File: src/rtl/count_up_streamer_pkg.sv
// Shared definitions for the count_up_streamer traffic source.
package count_up_streamer_pkg;

  localparam int WIDTH_DEFAULT = 32;

  typedef enum logic {
    IDLE = 1'b0,
    RUN  = 1'b1
  } state_e;

endpackage : count_up_streamer_pkg

File: src/rtl/count_up_streamer.sv
// AXI-Stream-style source emitting repeating frames 0 .. count_up_to-1,
// flagging the final beat of each frame with count_last.
module count_up_streamer
  import count_up_streamer_pkg::*;
#(
  parameter int WIDTH = WIDTH_DEFAULT
) (
  input  logic             counter_clk,
  input  logic             reset,
  input  logic [WIDTH-1:0] count_up_to,
  output logic [WIDTH-1:0] count_up,
  output logic             count_valid,
  input  logic             count_ready,
  output logic             count_last
);

  state_e           state_q, state_d;
  logic [WIDTH-1:0] cnt_q, cnt_d;
  logic [WIDTH-1:0] limit_q, limit_d;
  logic             vld_q, vld_d;
  logic [WIDTH-1:0] eff_limit;
  logic             last_beat;
  logic             xfer;

  // A zero limit behaves as a one-beat frame so the last beat is always reachable.
  assign eff_limit = (limit_q == '0) ? WIDTH'(1) : limit_q;
  assign last_beat = (state_q == RUN) && (cnt_q == (eff_limit - WIDTH'(1)));
  // An X ready falls into the not-taken branch below, i.e. it stalls.
  assign xfer      = vld_q && count_ready;

  always_comb begin
    state_d = state_q;
    cnt_d   = cnt_q;
    limit_d = limit_q;
    vld_d   = vld_q;
    case (state_q)
      IDLE: begin
        limit_d = count_up_to;
        cnt_d   = '0;
        vld_d   = 1'b1;
        state_d = RUN;
      end
      RUN: begin
        if (xfer) begin
          if (last_beat) begin
            cnt_d   = '0;
            limit_d = count_up_to;
          end else begin
            cnt_d = cnt_q + WIDTH'(1);
          end
        end
      end
      default: state_d = IDLE;
    endcase
  end

  always_ff @(posedge counter_clk or posedge reset) begin
    if (reset) begin
      state_q <= IDLE;
      cnt_q   <= '0;
      limit_q <= '0;
      vld_q   <= 1'b0;
    end else begin
      state_q <= state_d;
      cnt_q   <= cnt_d;
      limit_q <= limit_d;
      vld_q   <= vld_d;
    end
  end

  assign count_up    = cnt_q;
  assign count_valid = vld_q;
  assign count_last  = last_beat;

endmodule : count_up_streamer

File: config.mk
export PLATFORM = sky130hd
export DESIGN_NAME = count_up_streamer
export DESIGN_NICKNAME = d
export VERILOG_FILES = /design/src/rtl/count_up_streamer_pkg.sv /design/src/rtl/count_up_streamer.sv
export SDC_FILE = /design/constraint.sdc
export NUM_CORES = 1
export LEC_CHECK = 0
export CORE_MARGIN = 8
export CORE_UTILIZATION = 29
export CTS_BUF_LIST = sky130_fd_sc_hd__clkbuf_8
export DETAILED_ROUTE_END_ITERATION = 8
export HOLD_SLACK_MARGIN = 0.15
export PLACE_DENSITY = 0.6
export SETUP_SLACK_MARGIN = 0.4
export SYNTH_ARGS = -nofsm -noshare
export SYNTH_HDL_FRONTEND = slang
export SYNTH_SLANG_ARGS = --single-unit
File: constraint.sdc
create_clock -name counter_clk -period 4.8 [get_ports counter_clk]
set_input_delay 0.96 -clock counter_clk [delete_from_list [all_inputs] [get_ports counter_clk]]
set_output_delay 0.96 -clock counter_clk [all_outputs]
set_load 0.1 [all_outputs]
Word-level counts from Yosys, hierarchy flattened

Index checks and enable logic that the tools add are counted.

Register bits: 66
Bits in latches: 0
Bits in writable memories: 0
ROM bits: 0
Input bits: 35
Output and inout port bits: 34
Word-level logic and storage cells: 21
Memories: 0

Add/sub/neg operators: 2
Multiply operators: 0
Divide/modulo/power cells: 0
Magnitude comparators: 0
Equal/unequal tests: 3
Shift-type cells: 0
Mux-type cells: 7
Bitwise logic cells: 1
Reduce and logical (&&, ||, !) cells: 4

Operator list:

| cell                  | count |
|---|---|
| $mux 32               | 5 |
| $pmux 32 s2           | 2 |
| $add 32x1->32 const B | 1 |
| $eq 32x32->1          | 1 |
| $logic_not 32->1      | 1 |
| $sub 32x1->32 const B | 1 |
| $logic_and 1x1->1     | 2 |
| $ne 2x1->1 const B    | 1 |
| $ne 2x2->1 const B    | 1 |
| $reduce_and 2->1      | 1 |
| $not 1->1             | 1 |

Depth between registers and ports, before layout

Gate-level depths: netlist of run 1.

Word-level depth: 8
Depth in mapped cells: 16
Gate-level depth less buffers: 13

Worst setup path before layout of run 1

Ideal clock, no wire load.

Path kind: register to output
Start point: register limit_q[20]
End point: output count_last
Arrival: 4,155 ps
Required time: 3,840 ps
Setup slack: -315 ps
Cell stages (with the launch flop): 15
Path buffers: 1
Path through: dfrtp_1 buf_2 nor4_2 nand4_2 nor4_4 nor2_1 ha_1 nor3b_1 and4_1 and3_1 o21ai_0 nand3_1 a211o_1 nor4bb_1 and2_1

Word-level cells in the longest chain between the ends: 5

Ends and longest elaborated chain:

| what                   | line                    | RTL |
|---|---|---|
| start, declared        | count_up_streamer.sv:19 | `logic [WIDTH-1:0] limit_q, limit_d;` |
| start signal, assigned | count_up_streamer.sv:66 | `limit_q <= limit_d;` |
| $logic_not 32->1       | count_up_streamer.sv:26 | `assign eff_limit = (limit_q == '0) ? WIDTH'(1) : limit_q;` |
| $mux 32 (*)            | count_up_streamer.sv:26 |  |
| $sub 32x1->32 (*)      | count_up_streamer.sv:27 | `assign last_beat = (state_q == RUN) && (cnt_q == (eff_limit - WIDTH'(1)));` |
| $eq 32x32->1 (*)       | count_up_streamer.sv:27 |  |
| $logic_and 1x1->1 (*)  | count_up_streamer.sv:27 |  |
| end, declared          | count_up_streamer.sv:14 | `output logic count_last` |

Mark *: on every way between the ends. The rest lies on a longest branch, timed or not.

Worst setup path in the final report of run 1

Start point: register limit_q[21]
End point: output count_last

The elaborated chain is that of the path after synthesis.

==> run_results.csv, run 1 <==
group,metric,value,unit
global_route,grt_util_all_layers,12.6,%
timing,rsz0062_at_grt,"true",
critical_path,critPathMaxFanout,5,
route,post-route-drc-count,0,
timing,setup_viol,0,
critical_path,worstSetupStartpointType,"register",
route,initialDrtViolationCount,192,
die,core_area,13900,sq um
yosys,ys_warn_count,0,
layout,final_common_cell,"clkdlybuf4s50_1",
power,leakage,2.16,nW
clock_tree,cts_tree,"done",
timing,slew_viol_final,0,
power,p_per_area,264,nW/um^2
placement,dpl-instance-area,5080,sq um
timing,tightest_slew,1.00,ns
min_path,hold_depth,1,
clock_tree,htree_num_levels,3,
clock_tree,cts-root-buf,"clkbuf_8",
clock_tree,cts_max_path_buffers,2,
placement,place_congestion,0.896,
clock_tree,cts_inserted_buffers,9,
timing,skew,0.0161,ns
yosys,async_flop_share,100,%
global_route,grt_pass1_wl,18.2,mm
yosys,syn-cell-area,4110,sq um
critical_path,crit_type,"reg -> out",
route,wl_per_cell,16.5,microns
placement,hpwl,8.59,mm
route,wirelength,11.5,mm
layout,fin_area,5570,sq um
layout,most-common-layout-cells,"clkdlybuf4s50_1 (67), dfrtp_1 (59), nor2_1 (58)",
die,rows,43,
timing,min_period,4.58,ns
yosys,yosysUniqueCellTypes,62,
yosys,synth_edf_count,0,
die,die_y,135,microns
layout,drive_above_1_share,17.0,%
die,die_area,18200,sq um
yosys,ys_seq_area_share,40.2,%
clock_tree,clock_latency,0.36,ns
clock_tree,clock-sinks,66,
layout,num_antenna_cells,0,
yosys,synth.net_count,458,
clock_tree,clkTransAtPathRegs,0.08,ns
timing,min_period_over_period,95.4,%
status,status,"complete, no violations",
route,vias,3506,
layout,seqCellArea,1660,sq um
layout,fillers,1385,
yosys,synthFlopType,"dfrtp_1",
flow_run,max_cap_violations,0,
yosys,avgSynthCellArea,9.76,sq um
critical_path,crit_arrival,3.62,ns
critical_path,reg2reg_depth,16,
timing,hold_viol_final,0,
route,ant_nets,0,
global_route,gr-total-overflow,0,
timing,relSlewSlack,33.1,%
global_route,grt_max_degree,42,
die,boundaryPins,69,
route,dr.pass1.iters,4,
timing,timing.hold.ws,0.584,ns
timing,max_freq,0.218,GHz
min_path,min_path_type,"reg -> reg",
critical_path,setup.worst_path.end_class,"primary output",
yosys,synth-seq-cells,66,
layout,finalNetCount,551,
die,dieWidth,135,microns
power,peakVddDrop,0.119,mV
timing,fin_setup_tns,0,ns
die,initial_utilization,29.6,%
layout,area_growth,35.7,%
route,viasPerCell,5.02,
critical_path,required,3.84,ns
layout,multiInputGateArea,2480,sq um
global_route,first_global_vias,3446,
placement,io_buffers,68,
global_route,antenna_found_initial,0,
yosys,syn_inst,421,
==> layer usage <==
layer  up-vias  wire [microns]  share of wire, %  GRT usage [%]
met1      1714            5430                47           16.7
met5         -               0                 0              0
met2        84            5190                45           19.0
met3        14             729               6.3           3.79
li1       1694               -                 -              -
met4         0             193               1.7           4.50
==> worst paths after layout <==
path                                         start  slack [ns]                       to
max in group asynchronous                    reset        2.83  limit_q[25]$_DFFE_PP0P_
hold / removal             limit_q[31]$_DFFE_PP0P_        0.58  limit_q[31]$_DFFE_PP0P_
min in group asynchronous                    reset        1.03  count_up[4]$_DFFE_PP0P_
setup / recovery           limit_q[21]$_DFFE_PP0P_        0.22               count_last
hold reg to reg            limit_q[31]$_DFFE_PP0P_        0.58  limit_q[31]$_DFFE_PP0P_
setup reg to reg           limit_q[21]$_DFFE_PP0P_        0.77   limit_q[8]$_DFFE_PP0P_
==> synth_stat cells (all sizes together) (2+ instances only) <==
master / count / area (sq um)
or3: 4 / 25.0
nand2b: 3 / 18.8
o22ai: 2 / 12.5
clkbuf: 10 / 37.5
mux2i: 5 / 50.1
nor2: 59 / 221
nor4: 12 / 96.3
a21oi: 6 / 30.0
xnor2: 33 / 289
nand3: 22 / 110
o2111ai: 2 / 17.5
o21ai: 6 / 30.0
and3: 9 / 56.3
or4: 5 / 41.3
nand2: 22 / 82.6
a211o: 3 / 26.3
a2111oi: 2 / 17.5
o31ai: 4 / 30.0
ha: 2 / 25.0
o41ai: 3 / 52.6
xor2: 32 / 280
nand4b: 3 / 26.3
buf: 7 / 58.8
a31oi: 2 / 12.5
nand3b: 2 / 15.0
inv: 4 / 15.0
nand4: 12 / 81.3
and2: 4 / 25.0
a211oi: 2 / 15.0
nor3: 15 / 75.1
mux2: 32 / 360
nor2b: 6 / 37.5
dfrtp: 66 / 1650
==> final cells by class <==
class,instances,share of cell area [%]
timing repair buffer,99,16.8
multi-input combinational,334,44.6
tap,180,4.04
clock buffer,11,2.72
sequential,66,29.8
clock inverter,5,1.82
inverter,4,0.269
==> repair_timing <==
item	CTS	global route
hold buffers	0	0
setup buffers	11	9
setup endpoints to repair	1	1
pin swaps	11	8
resized for setup	14	10
==> per-stage QoR <==
stage	utilization, %	std cells	worst slack, ns	power (W)
global placement	36.6	663	0.386	0.000856
finish	40.2	699	0.219	0.00147
detailed placement	36.6	663	0.259	0.000860
global route	40.2	699	0.0699	0.00153
CTS	39.3	690	0.230	0.00147
floorplan	-	421	0.381	0.000782
==> registers in the layout, indices dropped and copies added, names as in the netlist <==
name	flops
state_q	1
limit_q	32
count_valid	1
count_up	32
==> report_power, final <==
part           total (W)  switching [W]  internal, W
registers       0.000638      0.0000523     0.000586
logic           0.000242       0.000122     0.000120
clock network   0.000592       0.000221     0.000372
total            0.00147       0.000395      0.00108
==> worst max-delay path, cell delays in order (launching register included) <==
cell and delay (ns):
dfrtp_2 0.43, nor4_4 0.32, nand4_2 0.18, nor4_4 0.26, nor2_1 0.07, ha_2 0.21
nor3b_1 0.14, and4_4 0.22, and3_4 0.19, o21ai_2 0.11, nand3_1 0.08, a211o_1 0.35
nor4bb_4 0.32, and2_4 0.20, buf_12 0.16
==> cells by family after synthesis <==
logic type | synth area share [%]
AO/OA/AOI/OAI | 8.53
flip-flops | 40.2
buffers and inverters | 2.71
AND/OR/NAND/NOR | 23.4
adder cells (fa/ha/maj) | 0.609
multiplexers | 9.99
other | 0.0913
XOR/XNOR | 14.4
No activity file was read; power rests on OpenSTA's default activity.
==> run 2, diff against run 1 <==
GPL_TIMING_DRIVEN = 0   (was unset)
==> run_results.csv, run 2 (synthesized netlist as in run 1, its figures left out) <==
group,metric,value,unit
status,status,"complete, no violations",
placement,hpwl,8.68,mm
die,core_area,13900,sq um
power,p_per_area,235,nW/um^2
die,boundaryPins,69,
power,peakVddDrop,0.0925,mV
route,wl_per_cell,16.1,microns
clock_tree,htree_num_levels,3,
global_route,antenna_found_initial,0,
route,dr.pass1.iters,4,
global_route,first_global_vias,3517,
timing,fin_setup_tns,0,ns
global_route,grt_util_all_layers,12.6,%
timing,max_freq,0.213,GHz
critical_path,critPathMaxFanout,5,
critical_path,reg2reg_from,"limit_q[9]$_DFFE_PP0P_",
timing,skew,0.00775,ns
route,vias,3493,
layout,drive_above_1_share,14.2,%
critical_path,slowest_stage,"dfrtp_2",
route,ant_nets,0,
min_path,min_path_type,"reg -> reg",
clock_tree,cts_inserted_buffers,9,
timing,slew_viol_final,0,
layout,final_common_cell,"clkdlybuf4s50_1",
clock_tree,cts-root-buf,"clkbuf_8",
clock_tree,clock-sinks,66,
die,die_area,18200,sq um
timing,setup_viol,0,
global_route,grt_pass1_wl,18.4,mm
layout,finalNetCount,554,
critical_path,crit_type,"reg -> out",
critical_path,worstSetupStartpoint,"limit_q[9]$_DFFE_PP0P_",
die,initial_utilization,29.6,%
placement,io_buffers,68,
critical_path,worstSetupStartpointType,"register",
layout,num_antenna_cells,0,
die,dieWidth,135,microns
critical_path,required,3.84,ns
global_route,gr-total-overflow,0,
min_path,holdCritStartpoint,"limit_q[31]$_DFFE_PP0P_",
route,initialDrtViolationCount,172,
clock_tree,hold_buffers,0,
timing,tightest_slew,1.04,ns
placement,place_congestion,0.804,
global_route,grt_max_degree,38,
layout,area_growth,33.5,%
route,viasPerCell,4.98,
clock_tree,cts_max_path_buffers,2,
die,die_y,135,microns
clock_tree,clock_latency,0.35,ns
critical_path,critical_path.cell_chain,"nor4_4, nand3_2, nor4_4, nor2_1, ha_2, nor3b_1, and4_4, and3_4, o21ai_1, nand3_1, a211o_1, nor4bb_4, and2_4, buf_12",
timing,relSlewSlack,30.1,%
layout,most-common-layout-cells,"clkdlybuf4s50_1 (67), dfrtp_1 (63), nor2_1 (59)",
timing,min_period,4.70,ns
critical_path,setup.worst_path.end_class,"primary output",
timing,hold_viol_final,0,
route,post-route-drc-count,0,
timing,min_period_over_period,97.9,%
critical_path,max_stage_delay,0.45,ns
clock_tree,cts_tree,"done",
power,leakage,2.13,nW
die,rows,43,
critical_path,crit_arrival,3.74,ns
layout,fin_util,39.5,%
timing,rsz0062_at_grt,"true",
flow_run,max_cap_violations,0,
clock_tree,clkTransAtPathRegs,0.07,ns
critical_path,path_common_cell,"nor4_4",
layout,fillers,1370,
route,wirelength,11.3,mm
run 2: what timing repair did:
item | 4_1_cts | 5_1_grt
endpoints found under the setup margin | 63 | 48
gates resized for setup | 19 | 12
pin swaps | 9 | 9
buffers inserted | 9 | 7
gates cloned | 0 | 0
run 2: layer usage:
metal / wire, microns / share of wire, % / track usage (%) / vias up
met5: 0 / 0 / 0 / -
met4: 213 / 1.9 / 4.50 / 0
met3: 700 / 6.2 / 3.53 / 13
met2: 4970 / 44 / 18.7 / 97
met1: 5400 / 48 / 17.0 / 1675
li1: - / - / - / 1708
run 2: cell type report:
| cell class | count | area (sq um) | area share, % |
|---|---|---|---|
| clock inverters | 5 | 22.5 | 0.411 |
| multi-input cells | 334 | 2470 | 45.1 |
| clock buffers | 11 | 151 | 2.76 |
| inverters | 4 | 15.0 | 0.274 |
| well taps | 180 | 225 | 4.11 |
| repair buffers | 85 | 835 | 15.2 |
| flip-flops and latches | 66 | 1660 | 30.2 |
| plain buffers | 17 | 106 | 1.94 |
run 2: worst paths after layout:
kind,end,slack (ns),depth (start not counted)
min in group asynchronous,count_up[9]$_DFFE_PP0P_,1.01,2
worst max-delay path,count_last,0.1,14
max in group asynchronous,limit_q[22]$_DFFE_PP0P_,3.15,3
worst max register to register,limit_q[6]$_DFFE_PP0P_,0.72,17
worst min-delay path,limit_q[31]$_DFFE_PP0P_,0.58,1
worst min register to register,limit_q[31]$_DFFE_PP0P_,0.58,1
run 2: report_power, final:
group | switching (W) | internal [W]
Combinational | 0.000120 | 0.000116
Sequential | 0.0000528 | 0.000585
Clock | 0.000206 | 0.000209
run 2: worst max-delay path: cells and delay by family, from the launching register on:
kind,cells,cell delay [ns]
buffers and inverters,1,0.16
AOI/OAI and AO/OA,2,0.43
adders and majority gates,1,0.22
DFF,1,0.45
and+or+nand+nor,10,2.12
run 2: per-stage QoR:
step	hold WS, ns	total power, W	cells	worst slack [ns]	instance area [sq um]
2_1_floorplan	0.498	0.000782	421	0.381	4170
3_3_place_gp	0.528	0.000855	669	-0.944	5070
3_5_place_dp	0.551	0.000862	670	-1.01	5090
4_1_cts	0.577	0.00130	695	-0.0294	5390
5_1_grt	0.610	0.00136	702	-0.159	5480
6_report	0.575	0.00129	702	0.0984	5480
==> run 3, diff against run 2 <==
SETUP_SLACK_MARGIN = 0.3   (was 0.4)
==> run_results.csv, run 3 (synthesized netlist as in run 1, its figures left out) <==
group,metric,value,unit
route,dr.pass1.iters,4,
critical_path,reg2reg_depth,20,
timing,slew_viol_final,0,
global_route,gr-total-overflow,0,
critical_path,slowest_stage,"dfrtp_1",
clock_tree,cts_tree,"done",
critical_path,cp-endpoint,"count_last",
die,dieWidth,135,microns
route,initialDrtViolationCount,153,
timing,skew,0.0117,ns
global_route,antenna_found_initial,0,
placement,place_congestion,0.823,
layout,fillers,1378,
layout,fin_area,5720,sq um
timing,rsz0062_at_grt,"true",
critical_path,max_stage_delay,0.42,ns
global_route,grt_pass1_wl,18.9,mm
die,core_area,13900,sq um
global_route,grt_util_all_layers,13.0,%
critical_path,critical_path.cell_chain,"nor4_4, nand3_2, nor4_4, nor2_1, ha_2, nor3b_1, and4_4, and3_4, o21ai_1, nand3_1, a211o_1, nor4bb_4, and2_4, buf_12",
die,die_y,135,microns
layout,drive_above_1_share,18.9,%
clock_tree,clock_latency,0.37,ns
route,post-route-drc-count,0,
timing,max_freq,0.214,GHz
power,leakage,2.27,nW
route,ant_nets,0,
clock_tree,cts_max_path_buffers,2,
layout,most-common-layout-cells,"clkdlybuf4s50_1 (67), dfrtp_1 (63), nor2_1 (59)",
die,rows,43,
die,initial_utilization,29.6,%
layout,num_antenna_cells,0,
die,die_area,18200,sq um
timing,setup_viol,0,
critical_path,critPathTopFamily,"simple AND/OR/NAND/NOR gates",
timing,tightest_slew,1.02,ns
critical_path,path_buf_inv,1,
timing,min_period_over_period,97.2,%
power,p_per_area,237,nW/um^2
critical_path,critPathMaxFanout,7,
critical_path,critical_path_depth,14,
placement,io_buffers,68,
critical_path,worstSetupStartpoint,"limit_q[14]$_DFFE_PP0P_",
route,viasPerCell,4.99,
global_route,grt_max_degree,37,
route,wl_per_cell,16.6,microns
layout,finalNetCount,566,
layout,instances_no_fill,713,
power,peakVddDrop,0.112,mV
timing,timing.hold.ws,0.590,ns
placement,hpwl,8.61,mm
critical_path,required,3.84,ns
critical_path,worst_r2r_endpoint,"limit_q[20]$_DFFE_PP0P_",
critical_path,crit_type,"reg -> out",
placement,dpl-instance-area,5060,sq um
critical_path,worstSetupStartpointType,"register",
clock_tree,hold_buffers,0,
clock_tree,cts-root-buf,"clkbuf_8",
timing,hold_viol_final,0,
critical_path,reg2reg_from,"limit_q[14]$_DFFE_PP0P_",
clock_tree,htree_num_levels,3,
critical_path,path_common_cell,"nor4_4",
route,wirelength,11.8,mm
layout,final_common_cell,"clkdlybuf4s50_1",
status,status,"complete, no violations",
placement,dp.cells,670,
layout,multiInputGateArea,2550,sq um
route,vias,3559,
clock_tree,cts_inserted_buffers,9,
critical_path,reg2reg_setup_slack,0.45,ns
min_path,min_path_type,"reg -> reg",
global_route,first_global_vias,3626,
flow_run,max_cap_violations,0,
layout,area_growth,39.3,%
layout,seqCellArea,1660,sq um
critical_path,setup.worst_path.end_class,"primary output",
clock_tree,clkTransAtPathRegs,0.07,ns
power,power,0.00136,W
timing,relSlewSlack,31.9,%
timing,min_period,4.67,ns
critical_path,crit_arrival,3.71,ns
layout,fin_util,41.2,%
clock_tree,clock-sinks,66,
die,boundaryPins,69,
min_path,holdCritStartpoint,"limit_q[10]$_DFFE_PP0P_",
## run 3: worst min path at each step
stage | endpoint | slack (ns) | cells after the start
after floorplan | limit_q[1]$_DFFE_PP0P_ | 0.50 | 1
after global placement | limit_q[14]$_DFFE_PP0P_ | 0.52 | 1
after detailed placement | limit_q[14]$_DFFE_PP0P_ | 0.55 | 1
after CTS | limit_q[1]$_DFFE_PP0P_ | 0.58 | 1
after global routing | limit_q[10]$_DFFE_PP0P_ | 0.62 | 1
final | limit_q[10]$_DFFE_PP0P_ | 0.59 | 1
## run 3: worst register-to-register path: cells and delay by family (launching register included)
kind,cells,cell delay [ns]
buffers and inverters,7,0.99
adder cells (fa/ha/maj),1,0.32
flip-flops,1,0.42
AND/OR/NAND/NOR,8,1.56
multiplexers,1,0.31
XOR/XNOR,1,0.15
AO/OA/AOI/OAI,2,0.49
## run 3: power by group
| part | leakage, nW | switching (W) | internal, W |
|---|---|---|---|
| Combinational | 1.33 | 0.000129 | 0.000135 |
| Sequential | 0.836 | 0.0000535 | 0.000585 |
| Clock | 0.105 | 0.000210 | 0.000245 |
| Total | 2.27 | 0.000393 | 0.000966 |
## run 3: cell type report
type / instances / share of cell area [%]
multi-input cells: 334 / 44.5
well taps: 180 / 3.94
repair buffers: 97 / 17.0
clock buffers: 10 / 2.41
inverters: 4 / 0.262
flip-flops and latches: 66 / 28.9
plain buffers: 17 / 2.08
clock inverters: 5 / 0.831
## run 3: repair_timing
| item | CTS | global route |
|---|---|---|
| resized for setup | 31 | 31 |
| gates cloned | 0 | 2 |
| pin swaps | 14 | 13 |
| endpoints found under the setup margin | 63 | 63 |
| buffers inserted | 15 | 11 |
## run 3: through the flow
step	worst slack (ns)	TNS (ns)
2_1_floorplan	0.303	0
3_3_place_gp	-1.08	-1.08
3_5_place_dp	-1.21	-1.21
4_1_cts	-0.0134	-0.0134
5_1_grt	-0.0758	-0.0758
6_report	0.135	0
## run 3: routing by layer
metal  vias up  track usage, %  share of wire [%]
li1       1725               -                  -
met4         0            6.05                2.4
met2        96            19.4                 44
met1      1718            17.0                 48
met5         -               0                  0
met3        20            3.71                5.3
